===== config.mk =====
export PLATFORM = sky130hd
export DESIGN_NAME = param_rr_arbiter
export DESIGN_NICKNAME = d
export VERILOG_FILES = /design/src/rtl/arb_pkg.sv /design/src/rtl/rr_pick.sv /design/src/rtl/param_rr_arbiter.sv
export SDC_FILE = /design/constraint.sdc
export NUM_CORES = 1
export LEC_CHECK = 0
export CORE_MARGIN = 5
export CORE_UTILIZATION = 45
export CTS_BUF_LIST = sky130_fd_sc_hd__clkbuf_8 sky130_fd_sc_hd__clkbuf_16
export DETAILED_ROUTE_END_ITERATION = 16
export GPL_ROUTABILITY_DRIVEN = 0
export MAX_ROUTING_LAYER = met4
export PLACE_DENSITY = 0.78
export SKIP_CTS_REPAIR_TIMING = 1
export SYNTH_ARGS = -nofsm -noshare
export SYNTH_HDL_FRONTEND = slang
export SYNTH_HIERARCHICAL = 1
export SYNTH_SLANG_ARGS = --single-unit

===== constraint.sdc =====
create_clock -name clk -period 3.9 [get_ports clk]
set_clock_uncertainty 0.15 [all_clocks]
set_input_delay 1.17 -clock clk [delete_from_list [all_inputs] [get_ports clk]]
set_output_delay 1.17 -clock clk [all_outputs]
set_load 0.05 [all_outputs]

===== src/rtl/arb_pkg.sv =====
// Shared definitions for the parametrised arbiter: mode encodings, FSM state type,
// and width/one-hot helpers usable in constant expressions.
package arb_pkg;

    localparam logic MODE_FIXED = 1'b0;
    localparam logic MODE_RR    = 1'b1;

    // Widest requester vector the conversion helpers support.
    localparam int MAX_N   = 32;
    localparam int MAX_IDW = 5;

    typedef enum logic {
        ST_IDLE  = 1'b0,
        ST_OWNED = 1'b1
    } arb_state_t;

    function automatic int clog2(input int value);
        int result;
        int rem;
        result = 0;
        rem    = value - 1;
        while (rem > 0) begin
            result = result + 1;
            rem    = rem >> 1;
        end
        return result;
    endfunction

    function automatic logic [MAX_N-1:0] idx_to_onehot(input logic [MAX_IDW-1:0] idx);
        logic [MAX_N-1:0] oh;
        oh      = '0;
        oh[idx] = 1'b1;
        return oh;
    endfunction

    function automatic logic [MAX_IDW-1:0] onehot_to_idx(input logic [MAX_N-1:0] oh);
        logic [MAX_IDW-1:0] idx;
        idx = '0;
        for (int i = 0; i < MAX_N; i++) begin
            if (oh[i]) idx = idx | MAX_IDW'(i);
        end
        return idx;
    endfunction

endpackage


===== src/rtl/rr_pick.sv =====
// Combinational circular picker: first unmasked request at or above i_ptr, wrapping
// to index 0. Fixed priority is the special case i_ptr = 0.
module rr_pick
    import arb_pkg::*;
#(
    parameter int N   = 4,
    parameter int IDW = 2
) (
    input  logic [N-1:0]   i_req,
    input  logic [IDW-1:0] i_ptr,
    input  logic [N-1:0]   i_mask,
    output logic           o_found,
    output logic [N-1:0]   o_gnt,
    output logic [IDW-1:0] o_idx
);

    logic [N-1:0] w_eff;

    assign w_eff = i_req & ~i_mask;

    // NOTE: every output of a combinational block gets a default before any
    // conditional assignment; a path that skips one would infer a latch.
    always_comb begin
        o_found = 1'b0;
        o_idx   = '0;
        // Upper segment [ptr, N-1] first, then the wrapped segment [0, ptr-1].
        for (int j = 0; j < N; j++) begin
            if (!o_found && w_eff[j] && (j >= int'(i_ptr))) begin
                o_found = 1'b1;
                o_idx   = IDW'(j);
            end
        end
        for (int j = 0; j < N; j++) begin
            if (!o_found && w_eff[j] && (j < int'(i_ptr))) begin
                o_found = 1'b1;
                o_idx   = IDW'(j);
            end
        end
    end

    assign o_gnt = o_found ? N'(idx_to_onehot(MAX_IDW'(o_idx))) : '0;

endmodule


===== src/rtl/param_rr_arbiter.sv =====
// N-way arbiter with run-time fixed-priority / round-robin select, registered one-hot
// grant, and a hold limit that forces re-arbitration after MAX_HOLD cycles of ownership.
module param_rr_arbiter
    import arb_pkg::*;
#(
    parameter  int N        = 4,
    parameter  int MAX_HOLD = 8,
    localparam int IDW      = (N > 1) ? clog2(N) : 1
) (
    input  logic           clk,
    input  logic           reset,
    input  logic           mode_i,
    input  logic [N-1:0]   req_i,
    output logic [N-1:0]   gnt_o,
    output logic           gnt_valid_o,
    output logic [IDW-1:0] gnt_id_o
);

    localparam int HC_MIN    = (MAX_HOLD > 1) ? clog2(MAX_HOLD) : 1;
    localparam int HCW       = (HC_MIN > IDW) ? HC_MIN : IDW;
    localparam int HOLD_LAST = (MAX_HOLD > 0) ? MAX_HOLD - 1 : 0;

    arb_state_t     r_state;
    logic [N-1:0]   r_gnt;
    logic           r_valid;
    logic [IDW-1:0] r_id;
    logic [IDW-1:0] r_ptr;
    logic [HCW-1:0] r_hold_cnt;

    arb_state_t     w_next_state;
    logic [N-1:0]   w_next_gnt;
    logic [IDW-1:0] w_next_id;
    logic [IDW-1:0] w_next_ptr;
    logic [HCW-1:0] w_next_hold;
    logic           w_take;

    logic           w_owner_req;
    logic           w_expired;
    logic [N-1:0]   w_mask;
    logic [IDW-1:0] w_start;
    logic           w_found;
    logic [N-1:0]   w_pick_gnt;
    logic [IDW-1:0] w_pick_idx;

    // r_gnt is the owner's one-hot, so masking with it tests/excludes the owner.
    assign w_owner_req = (r_state == ST_OWNED) && |(req_i & r_gnt);
    assign w_expired   = (MAX_HOLD != 0) && (r_hold_cnt >= HCW'(HOLD_LAST));
    assign w_mask      = w_owner_req ? r_gnt : '0;
    assign w_start     = (mode_i == MODE_RR) ? r_ptr : '0;

    rr_pick #(
        .N   (N),
        .IDW (IDW)
    ) u_pick (
        .i_req   (req_i),
        .i_ptr   (w_start),
        .i_mask  (w_mask),
        .o_found (w_found),
        .o_gnt   (w_pick_gnt),
        .o_idx   (w_pick_idx)
    );

    always_comb begin
        w_next_state = r_state;
        w_next_gnt   = r_gnt;
        w_next_id    = r_id;
        w_next_ptr   = r_ptr;
        w_next_hold  = r_hold_cnt;
        w_take       = 1'b0;

        case (r_state)
            ST_IDLE: begin
                w_take = w_found;
            end
            ST_OWNED: begin
                if (w_owner_req && !w_expired) begin
                    if (r_hold_cnt != '1) w_next_hold = r_hold_cnt + 1'b1;
                end else if (w_owner_req) begin
                    // Hold expired: hand over if anyone else wants it, else restart the owner's count.
                    w_take      = w_found;
                    w_next_hold = '0;
                end else if (w_found) begin
                    w_take = 1'b1;
                end else begin
                    w_next_state = ST_IDLE;
                    w_next_gnt   = '0;
                    w_next_id    = '0;
                    w_next_hold  = '0;
                end
            end
            default: begin
                w_next_state = ST_IDLE;
                w_next_gnt   = '0;
                w_next_id    = '0;
                w_next_hold  = '0;
            end
        endcase

        if (w_take) begin
            w_next_state = ST_OWNED;
            w_next_gnt   = w_pick_gnt;
            w_next_id    = w_pick_idx;
            w_next_hold  = '0;
            w_next_ptr   = (w_pick_idx == IDW'(N - 1)) ? '0 : w_pick_idx + 1'b1;
        end
    end

    // NOTE: state registers use non-blocking assignments so every flop samples
    // pre-edge values regardless of statement order.
    always_ff @(posedge clk) begin
        if (reset) begin
            r_state    <= ST_IDLE;
            r_gnt      <= '0;
            r_valid    <= 1'b0;
            r_id       <= '0;
            r_ptr      <= '0;
            r_hold_cnt <= '0;
        end else begin
            r_state    <= w_next_state;
            r_gnt      <= w_next_gnt;
            r_valid    <= |w_next_gnt;
            r_id       <= w_next_id;
            r_ptr      <= w_next_ptr;
            r_hold_cnt <= w_next_hold;
        end
    end

    assign gnt_o       = r_gnt;
    assign gnt_valid_o = r_valid;
    assign gnt_id_o    = r_id;

endmodule

==> results.sh <==
export IMPL_io_pins=14
export IMPL_switching_power_uw=141
export IMPL_async_flop_share=0
export IMPL_end_kind="flip-flop"
export IMPL_p_seq_frac=0.374
export IMPL_synthToLayoutAreaGrowth_pct=23.5
export IMPL_start_util=0.471
export IMPL_nFillCells=180
export IMPL_maxSlewHeadroom=0.657
export IMPL_start_kind="primary input"
export IMPL_synth_area_leader_cell="dfxtp_1"
export IMPL_worstSetupPathType="primary input to flip-flop"
export IMPL_clock_power_share=0.285
export IMPL_clk_path_buf_depth=2
export IMPL_multi_input_area_sq_um=601
export IMPL_avgViaCountPerCell=5.59
export IMPL_min_period_ns=3.47
export IMPL_cts_buffers=3
export IMPL_placedInstanceArea_sq_mm=0.00108
export IMPL_netlist_area_leader_share=0.285
export IMPL_place_inst=150
export IMPL_finalCritPeriodShare=0.891
export IMPL_drt_initial_drc_count=23
export IMPL_fin_util=0.582
export IMPL_grt_pass1_wl_um=3600
export IMPL_synth_most_common_cell="nand2_1"
export IMPL_synthSimpleGateAreaFrac=0.267
export IMPL_row_count=16
export IMPL_ys_seq_area_frac=0.285
export IMPL_switching_share=0.338
export IMPL_synth_top_family_by_area="simple AND/OR/NAND/NOR gates"
export IMPL_cp_required_ns=3.92
export IMPL_antenna_left=0
export IMPL_place_hpwl_um=1670
export IMPL_hold_path_class="flip-flop to flip-flop"
export IMPL_fin_cells=154
export IMPL_crit_fanout=5
export IMPL_grt_use_total=0.176
export IMPL_yosys_top_cells_area="dfxtp_1, mux2i_1, nand2_1"
export IMPL_finalNetCount=138
export IMPL_p_comb_frac=0.340
export IMPL_avgSynthCellArea_sq_um=8.31
export IMPL_antenna_found_initial=0
export IMPL_yosys_warnings=6
export IMPL_diodes=0
export IMPL_muxShareOfSynthArea=0.115
export IMPL_fmax_mhz=288
export IMPL_irDropWorstVdd_mv=0.304
export IMPL_intPower_uw=275
export IMPL_core_sq_mm=0.00194
export IMPL_status="finished clean"
export IMPL_dr_pass1_iters=4
export IMPL_synthCells=110
export IMPL_drv_slew=0
export IMPL_syn_num_nets=120
export IMPL_synth_flop_cell="dfxtp_1"
export IMPL_num_vias=861
export IMPL_synthAdderAreaFrac=0.0410
export IMPL_power_density_mw_per_mm2=368
export IMPL_htree_num_levels=1
export IMPL_fp_dieH_um=55.1
export IMPL_cts_tree="built"
export IMPL_portBuffers=13
export IMPL_design_area_sq_mm=0.00113
export IMPL_yosys_top_cells_count="nand2_1, dfxtp_1, mux2i_1, nor2_1"
export IMPL_setup_viol=0
export IMPL_cts_clk_slew_worst_paths_ns=0.06
export IMPL_grt_ovfl_total=0
export IMPL_fp_dieW_um=55.1
export IMPL_die_area_sq_mm=0.00303
export IMPL_ys_types=36
export IMPL_remaining_drc_errors=0
export IMPL_worst_skew_pair_late_latency_ns=0.25
export IMPL_synthesis_area_sq_um=915
export IMPL_grt_pass1_vias=798
export IMPL_maxCapViolCount=0
export IMPL_arrival_ns=3.49
export IMPL_drt_total_wl_um=2170
export IMPL_ys_ff_latch=13
export IMPL_hold_depth=2
export IMPL_leakage_nw=0.485
export IMPL_grt_max_degree=13
export IMPL_clock_sinks=13
export IMPL_synth_edf_count=0
export IMPL_rsz0062_at_grt="no"
export IMPL_cts_root_buf="clkbuf_8"
export IMPL_setup_tns_ns=0
export IMPL_drive_gt1_frac=0.126
export IMPL_reg2reg_depth=9
export IMPL_seq_area_sq_um=260
export IMPL_synth_compound_area_frac=0.234
export IMPL_synth_xor_area_share=0
export IMPL_wl_per_cell_um=14.1
export IMPL_hold_viol_final=0
export IMPL_tightest_slew_ns=0.513
==> power by group through the flow <==
stage          Sequential, mW  Combinational [mW]  Clock [mW]
2_1_floorplan           0.183              0.0737           0
6_report                0.156               0.142       0.119
3_3_place_gp            0.158               0.138           0
5_1_grt                 0.157               0.152       0.130
3_5_place_dp            0.158               0.141           0
4_1_cts                 0.155               0.141       0.123
==> worst paths after layout <==
path                         startpoint                     to  slack, ns
setup / recovery               req_i[0]    gnt_o[1]$_SDFF_PP0_       0.43
hold / removal    r_ptr[1]$_SDFFE_PP0P_  r_ptr[1]$_SDFFE_PP0P_       0.32
setup reg to reg    gnt_o[0]$_SDFF_PP0_  r_ptr[0]$_SDFFE_PP0P_       1.49
hold reg to reg   r_ptr[1]$_SDFFE_PP0P_  r_ptr[1]$_SDFFE_PP0P_       0.32
==> critical path, cell delays in order <==
cell,delay (ns)
clkdlybuf4s50_1,0.49
a22oi_2,0.25
a21oi_1,0.16
and2_2,0.24
nor2b_1,0.25
nor2_1,0.10
nand3_1,0.14
inv_1,0.08
a21oi_2,0.20
buf_4,0.20
mux2i_1,0.20
==> layout make-up <==
type / count / share of cell area
timing repair buffer: 19 / 0.155
multi-input combinational: 87 / 0.532
sequential: 13 / 0.230
clock buffer: 3 / 0.0365
clock inverter: 1 / 0.00332
inverter: 4 / 0.0133
tap: 27 / 0.0299
==> sequential cells by signal (all words and copies together) (netlist names) <==
register / count
gnt_id_o: 2
gnt_o: 4
gnt_valid_o: 1
r_hold_cnt: 3
r_ptr: 2
r_state: 1
==> layer usage <==
layer / global-route usage / routed length [um] / up-vias
li1: - / - / 427
met1: 0.207 / 939 / 407
met2: 0.264 / 1070 / 22
met3: 0.0402 / 105 / 5
met4: 0.121 / 59 / 0
met5: - / 0 / -
==> cells by family (layout without fill, tap and decap cells) <==
| kind of cell | after synthesis | after routing |
|---|---|---|
| compound gates | 26 | 26 |
| fa+ha+maj | 3 | 3 |
| buf+inv | 10 | 27 |
| flops | 13 | 13 |
| mux | 10 | 10 |
| simple gates | 48 | 48 |
==> per-stage QoR <==
step / hold WS (ns) / setup WS [ns] / power [mW]
6_report: 0.317 / 0.425 / 0.416
5_1_grt: 0.346 / 0.266 / 0.440
4_1_cts: 0.312 / 0.448 / 0.419
3_5_place_dp: 0.305 / 0.189 / 0.299
3_3_place_gp: 0.292 / 0.274 / 0.295
2_1_floorplan: 0.280 / 0.778 / 0.256
==> cell usage in the layout (no fill, tap or decap) <==
master,Yosys,final
clkbuf_8,0,3
a22oi_2,2,2
nand3_1,5,5
nand2_1,15,15
nand3b_1,2,2
o21ai_0,4,4
nand2b_4,1,1
clkdlybuf4s50_1,0,13
o22a_1,1,1
nor2b_1,4,4
a32oi_1,2,2
and2_2,1,1
a2bb2oi_1,1,1
or2b_1,1,1
a22o_1,1,1
o41ai_1,2,2
a21oi_2,1,1
o221a_1,1,1
buf_4,0,6
and2_1,5,5
o21a_1,2,2
ha_1,3,3
o32ai_1,1,1
nand2b_1,2,2
mux2_4,1,1
a211oi_4,1,1
inv_1,4,5
nor3_1,2,2
and3_1,1,1
a21oi_1,4,4
nor2_1,9,9
dfxtp_1,13,13
a41oi_1,1,1
mux2i_1,9,9
a211oi_1,2,2
Power figures use the tool's default switching activity.
==> variant 1, RTL diff (same settings) <==
Register the input `mode_i` before use, cleared by the reset. The logic sees it one clock later. The other inputs are not delayed to match.
--- a/src/rtl/param_rr_arbiter.sv
+++ b/src/rtl/param_rr_arbiter.sv
@@ -19,6 +19,16 @@
     localparam int HC_MIN    = (MAX_HOLD > 1) ? clog2(MAX_HOLD) : 1;
     localparam int HCW       = (HC_MIN > IDW) ? HC_MIN : IDW;
     localparam int HOLD_LAST = (MAX_HOLD > 0) ? MAX_HOLD - 1 : 0;
+
+    logic mode_q;
+
+    always_ff @(posedge clk) begin
+        if (reset) begin
+            mode_q <= '0;
+        end else begin
+            mode_q <= mode_i;
+        end
+    end
 
     arb_state_t     r_state;
     logic [N-1:0]   r_gnt;
@@ -46,7 +56,7 @@
     assign w_owner_req = (r_state == ST_OWNED) && |(req_i & r_gnt);
     assign w_expired   = (MAX_HOLD != 0) && (r_hold_cnt >= HCW'(HOLD_LAST));
     assign w_mask      = w_owner_req ? r_gnt : '0;
-    assign w_start     = (mode_i == MODE_RR) ? r_ptr : '0;
+    assign w_start     = (mode_q == MODE_RR) ? r_ptr : '0;
 
     rr_pick #(
         .N   (N),
Behaviour: not the same (a bounded check fails within 4 cycles, from zero or initial values and one cycle with reset high).
==> variant 1 against the original RTL <==
- register-to-register slack worse by 0.31 ns
- synthesized cell count rose by 7.3%
- area after synthesis is 4.1% higher
- design area up 6.2%
- total power is 0.53% lower
- critical endpoint unchanged
- setup slack worse by 0.22 ns
- sequential cell count rose by 1
- routed wire length grew 12%
- die area up 3.3%
==> variant 1: results (changes against the original RTL) <==
{| class="wikitable"
! Metric !! Value
|-
| Number of DRC violations after detailed-routing iteration 0 || 31 (was 23)
|-
| Net total in the final layout || 149 (was 138)
|-
| Share of synthesized area spent on multiplexers || 3.417% (was 11.49%)
|-
| Outcome || completed (unchanged)
|-
| Delay contributed by the slowest stage of the critical path || 0.53 ns (was 0.49 ns)
|-
| Share of synthesized area occupied by flip-flops and latches || 29.43% (was 28.45%)
|-
| Comb pwr share || 26.5% (was 34.0%)
|-
| Count of unique library cells instantiated by Yosys || 39 (was 36)
|-
| M3 GR Usage || 3.016% (was 4.021%)
|-
| Wire length per cell || 14.79 microns (was 14.11 microns)
|-
| Total of fill cells in the finished design || 177 (was 180)
|-
| Total via count in the routed design || 1005 (was 861)
|-
| DPL Wire Length || 1.884 mm (was 1.672 mm)
|-
| Adder and majority gate portion of the synthesized area || 3.942% (was 4.104%)
|-
| Peak VDD IR || 0.2304 mV (was 0.3040 mV)
|-
| Origin of the critical flop-to-flop path || gnt_o[3]$_SDFF_PP0_ (was gnt_o[0]$_SDFF_PP0_)
|-
| Compound-Gate Fraction of Synth Area || 32.46% (was 23.39%)
|-
| Share of post-route cells with drive strength above 1 || 10.87% (was 12.60%)
|-
| Total nets after synthesis || 128 (was 120)
|-
| Reg2Reg Setup Slack || 1.18 ns (was 1.49 ns)
|-
| Met2 usage || 27.55% (was 26.38%)
|-
| Top post-synthesis cells by area || dfxtp_1 (29%), o21ai_0 (5.3%), nand2_1 (5.1%) (was dfxtp_1 (28%), mux2i_1 (9.8%), nand2_1 (6.2%))
|-
| GR Layer Usage met1 || 20.47% (was 20.71%)
|-
| Sum of routed wire length over all layers || 2.441 mm (was 2.173 mm)
|-
| Total track usage || 17.14% (was 17.58%)
|-
| Largest delay contributor family on the critical path || compound AO/OA/AOI/OAI gates (was buffers and inverters)
|-
| Net switching share of the total power || 30.51% (was 33.80%)
|-
| Number of instances in the synthesized netlist || 118 (was 110)
|-
| Leakage || 0.4611 nW (was 0.4849 nW)
|-
| Number of cells in the design after placement || 161 (was 150)
|}
## variant 1: worst paths after layout
kind / to / depth (start not counted)
setup / recovery: gnt_o[1]$_SDFF_PP0_ / 12
hold / removal: r_ptr[1]$_SDFFE_PP0P_ / 2
setup reg to reg: gnt_o[1]$_SDFF_PP0_ / 11
hold reg to reg: r_ptr[1]$_SDFFE_PP0P_ / 2
## variant 1: cells by family (layout without fill, tap and decap cells)
group / count (synthesis) / after routing
buffers and inverters: 7 / 27
muxes: 3 / 3
and+or+nand+nor: 48 / 48
adders and majority gates: 3 / 3
DFF: 14 / 14
AOI/OAI and AO/OA: 43 / 43
## variant 1: per-stage QoR
stage / hold slack [ns] / power, mW / setup slack, ns / instance area, sq um
global route: 0.3888 / 0.4305 / 0.04090 / 1200
floorplan: 0.2946 / 0.2360 / 0.5601 / 952.2
detailed placement: 0.3172 / 0.2726 / -0.003349 / 1145
CTS: 0.3250 / 0.4161 / 0.2422 / 1200
global placement: 0.3101 / 0.2704 / 0.1505 / 1145
finish: 0.3270 / 0.4137 / 0.2095 / 1200
## variant 1: layout make-up
| cell class | count | area, sq um | share of cell area [%] |
|---|---|---|---|
| clock buffer | 4 | 55.05 | 4.588 |
| inverter | 3 | 11.26 | 0.9385 |
| multi-input combinational | 97 | 636.9 | 53.08 |
| sequential | 14 | 280.3 | 23.36 |
| tap | 27 | 33.78 | 2.815 |
| timing repair buffer | 20 | 182.7 | 15.22 |
## variant 1: per-layer routing
metal / part of all wire [%] / routed length [microns] / vias to the layer above
li1: - / - / 484
met1: 42 / 1022 / 471
met2: 49 / 1206 / 42
met3: 6.3 / 155 / 8
met4: 2.3 / 57 / 0
met5: 0 / 0 / -
==> variant 2, RTL diff (same settings) <==
Made on the original files. `MAX_HOLD`: 8 -> 7.
--- a/src/rtl/param_rr_arbiter.sv
+++ b/src/rtl/param_rr_arbiter.sv
@@ -4,7 +4,7 @@
     import arb_pkg::*;
 #(
     parameter  int N        = 4,
-    parameter  int MAX_HOLD = 8,
+    parameter  int MAX_HOLD = 7,
     localparam int IDW      = (N > 1) ? clog2(N) : 1
 ) (
     input  logic           clk,
Formal check against the unedited RTL: not equivalent (a bounded check fails within 10 cycles, from zero or initial values and one cycle with reset high).
==> variant 2 against the original RTL <==
- area after synthesis is 8.3% higher
- highest routed layer unchanged
- core utilization is 2.9 points lower
- total power is 0.84% lower
- first-iteration DRC count is 91% higher
- design area is 5.2% higher
- fmax is 4.3% lower
- routed wire length is 4.1% higher
- sequential cell count stayed put
- synthesized cell count is 7.3% higher
- setup slack worse by 0.16 ns
- cell count is 3.9% higher
==> variant 2: results (changes against the original RTL) <==
{| class="wikitable"
! Metric !! Value
|-
| DPL Wire Length || 1.748 mm (was 1.672 mm)
|-
| Total of fill cells in the finished design || 189 (was 180)
|-
| Count of unique library cells instantiated by Yosys || 42 (was 36)
|-
| Arrival time reported for the critical path endpoint || 3.63 ns (was 3.49 ns)
|-
| Reg2Reg Setup Slack || 1.28 ns (was 1.49 ns)
|-
| Clock Tree Root || clkbuf_8 (unchanged)
|-
| Total nets after synthesis || 128 (was 120)
|-
| Wire length of the first global-routing pass || 3.767 mm (was 3.601 mm)
|-
| Met2 usage || 22.68% (was 26.38%)
|-
| Number of antenna violations at the first check in global routing || 0 (unchanged)
|-
| Total inserted antenna cells || 0 (unchanged)
|-
| Port-buffer cells || 13 (unchanged)
|-
| Top cells by instance count after synthesis || dfxtp_1 (13), o21ai_0 (11), nand2_1 (7), nand2b_1 (7) (was nand2_1 (15), dfxtp_1 (13), mux2i_1 (9), nor2_1 (9))
|-
| Share of post-route cells with drive strength above 1 || 12.88% (was 12.60%)
|-
| Number of instances in the synthesized netlist || 118 (was 110)
|-
| Clk buf depth || 2 (unchanged)
|-
| Placement-stage worst setup slack || 0.03263 ns (was 0.1893 ns)
|-
| Leakage || 0.4816 nW (was 0.4849 nW)
|-
| Number of synthesis warnings || 6 (unchanged)
|-
| Ys flop type || dfxtp_1 (unchanged)
|-
| Hold Crit Class || flip-flop to flip-flop (unchanged)
|-
| Number of DRC violations after detailed-routing iteration 0 || 44 (was 23)
|-
| Layout Cells excl Fill || 160 (was 154)
|-
| Register clock-pin slew on the reported worst setup and hold paths || 0.05 ns
|-
| Via count of the first global-routing pass || 861 (was 798)
|-
| Post-route fraction of the period consumed by the critical path || 93.13% (was 89.10%)
|-
| CP Max Fanout || 6 (was 5)
|-
| First-pass iteration count of the detailed router || 4 (unchanged)
|-
| Number of clock buffers inserted by TritonCTS || 3 (unchanged)
|-
| Top post-synthesis cells by area || dfxtp_1 (26%), o21ai_0 (5.6%), nand2b_1 (4.4%) (was dfxtp_1 (28%), mux2i_1 (9.8%), nand2_1 (6.2%))
|-
| Outcome || completed (unchanged)
|-
| Max FFs per register || 4 (unchanged)
|-
| GR Layer Usage met1 || 18.68% (was 20.71%)
|-
| M3 GR Usage || 5.057% (was 4.021%)
|-
| CTS HTree Levels || 1 (unchanged)
|-
| Routed vias/inst || 5.881 (was 5.591)
|-
| Pin count of the biggest net entering global routing || 18 (was 13)
|-
| Clock insertion delay at the later pin of the skew report || 0.24 ns
|-
| Slew Limit Headroom || 65.86% (was 65.71%)
|-
| Total track usage || 15.26% (was 17.58%)
|-
| Net total in the final layout || 143 (was 138)
|-
| Share of synthesized area occupied by flip-flops and latches || 26.26% (was 28.45%)
|-
| Async set or reset register ratio after synthesis || 0% (unchanged)
|-
| Peak VDD IR || 0.2483 mV (was 0.3040 mV)
|-
| Wire length per cell || 14.14 microns (was 14.11 microns)
|}
[variant 2: cell count changes after synthesis, moves of 3 or more]
cell      change
nand2b_1      +5
a311oi_1      +3
nand2_1       -8
o211ai_1      +4
nand3_1       -4
and2_1        -3
nor2_1        -3
mux2i_1       -9
o21ai_0       +7
and3_2        +3
and3_1        +3
[variant 2: path summary, 6_finish.rpt]
| path | startpoint | end | cells past startpoint |
|---|---|---|---|
| worst min-delay path | gnt_id_o[0]$_SDFFE_PP0P_ | gnt_id_o[0]$_SDFFE_PP0P_ | 2 |
| worst max register to register | gnt_o[2]$_SDFF_PP0_ | gnt_id_o[0]$_SDFFE_PP0P_ | 8 |
| worst min register to register | gnt_id_o[0]$_SDFFE_PP0P_ | gnt_id_o[0]$_SDFFE_PP0P_ | 2 |
| worst max-delay path | req_i[2] | gnt_id_o[0]$_SDFFE_PP0P_ | 9 |
[variant 2: critical path, stage by stage]
cell,delay (ns)
clkdlybuf4s50_1,0.48
a22oi_4,0.27
nand2_1,0.16
and3_1,0.22
nor2b_1,0.27
a21oi_1,0.12
a211oi_1,0.38
or4b_1,0.48
o41ai_1,0.07
[variant 2: stage by stage]
step | instance area [sq um] | total power [mW] | hold WS, ns
floorplan | 991.0 | 0.2602 | 0.3043
global placement | 1144 | 0.2964 | 0.3045
finish | 1189 | 0.4124 | 0.3124
global route | 1189 | 0.4352 | 0.3466
detailed placement | 1144 | 0.2988 | 0.3142
CTS | 1189 | 0.4163 | 0.3223
[variant 2: kinds of logic (layout without fill, tap and decap cells)]
group	Yosys count	count (layout)	share of synthesized area [%]
compound gates	46	46	36.24
fa+ha+maj	3	3	3.788
buf+inv	11	25	5.807
flops	13	13	26.26
simple gates	45	45	27.90
[variant 2: cell type report]
cell class              instances  area, sq um  area share [%]
repair buffers                 17        160.2           13.47
clock buffers                   3        41.29           3.474
well taps                      28        35.03           2.947
flip-flops and latches         13        260.3           21.89
clock inverters                 1        3.754          0.3158
inverters                       4        15.01           1.263
multi-input cells              94        673.1           56.63
[variant 2: layer usage]
metal / vias to the layer above / wire [microns] / share of wire (%)
met2: 46 / 1022 / 45
li1: 478 / - / -
met3: 4 / 207 / 9.2
met1: 413 / 1001 / 44
met4: 0 / 31 / 1.4
met5: - / 0 / 0
[variant 2: power breakdown]
part | internal (mW) | leakage, nW | switching [mW]
clock | 0.0694 | 0.0269 | 0.0458
sequential | 0.145 | 0.107 | 0.0113
combinational | 0.0570 | 0.348 | 0.0836
total | 0.272 | 0.482 | 0.141
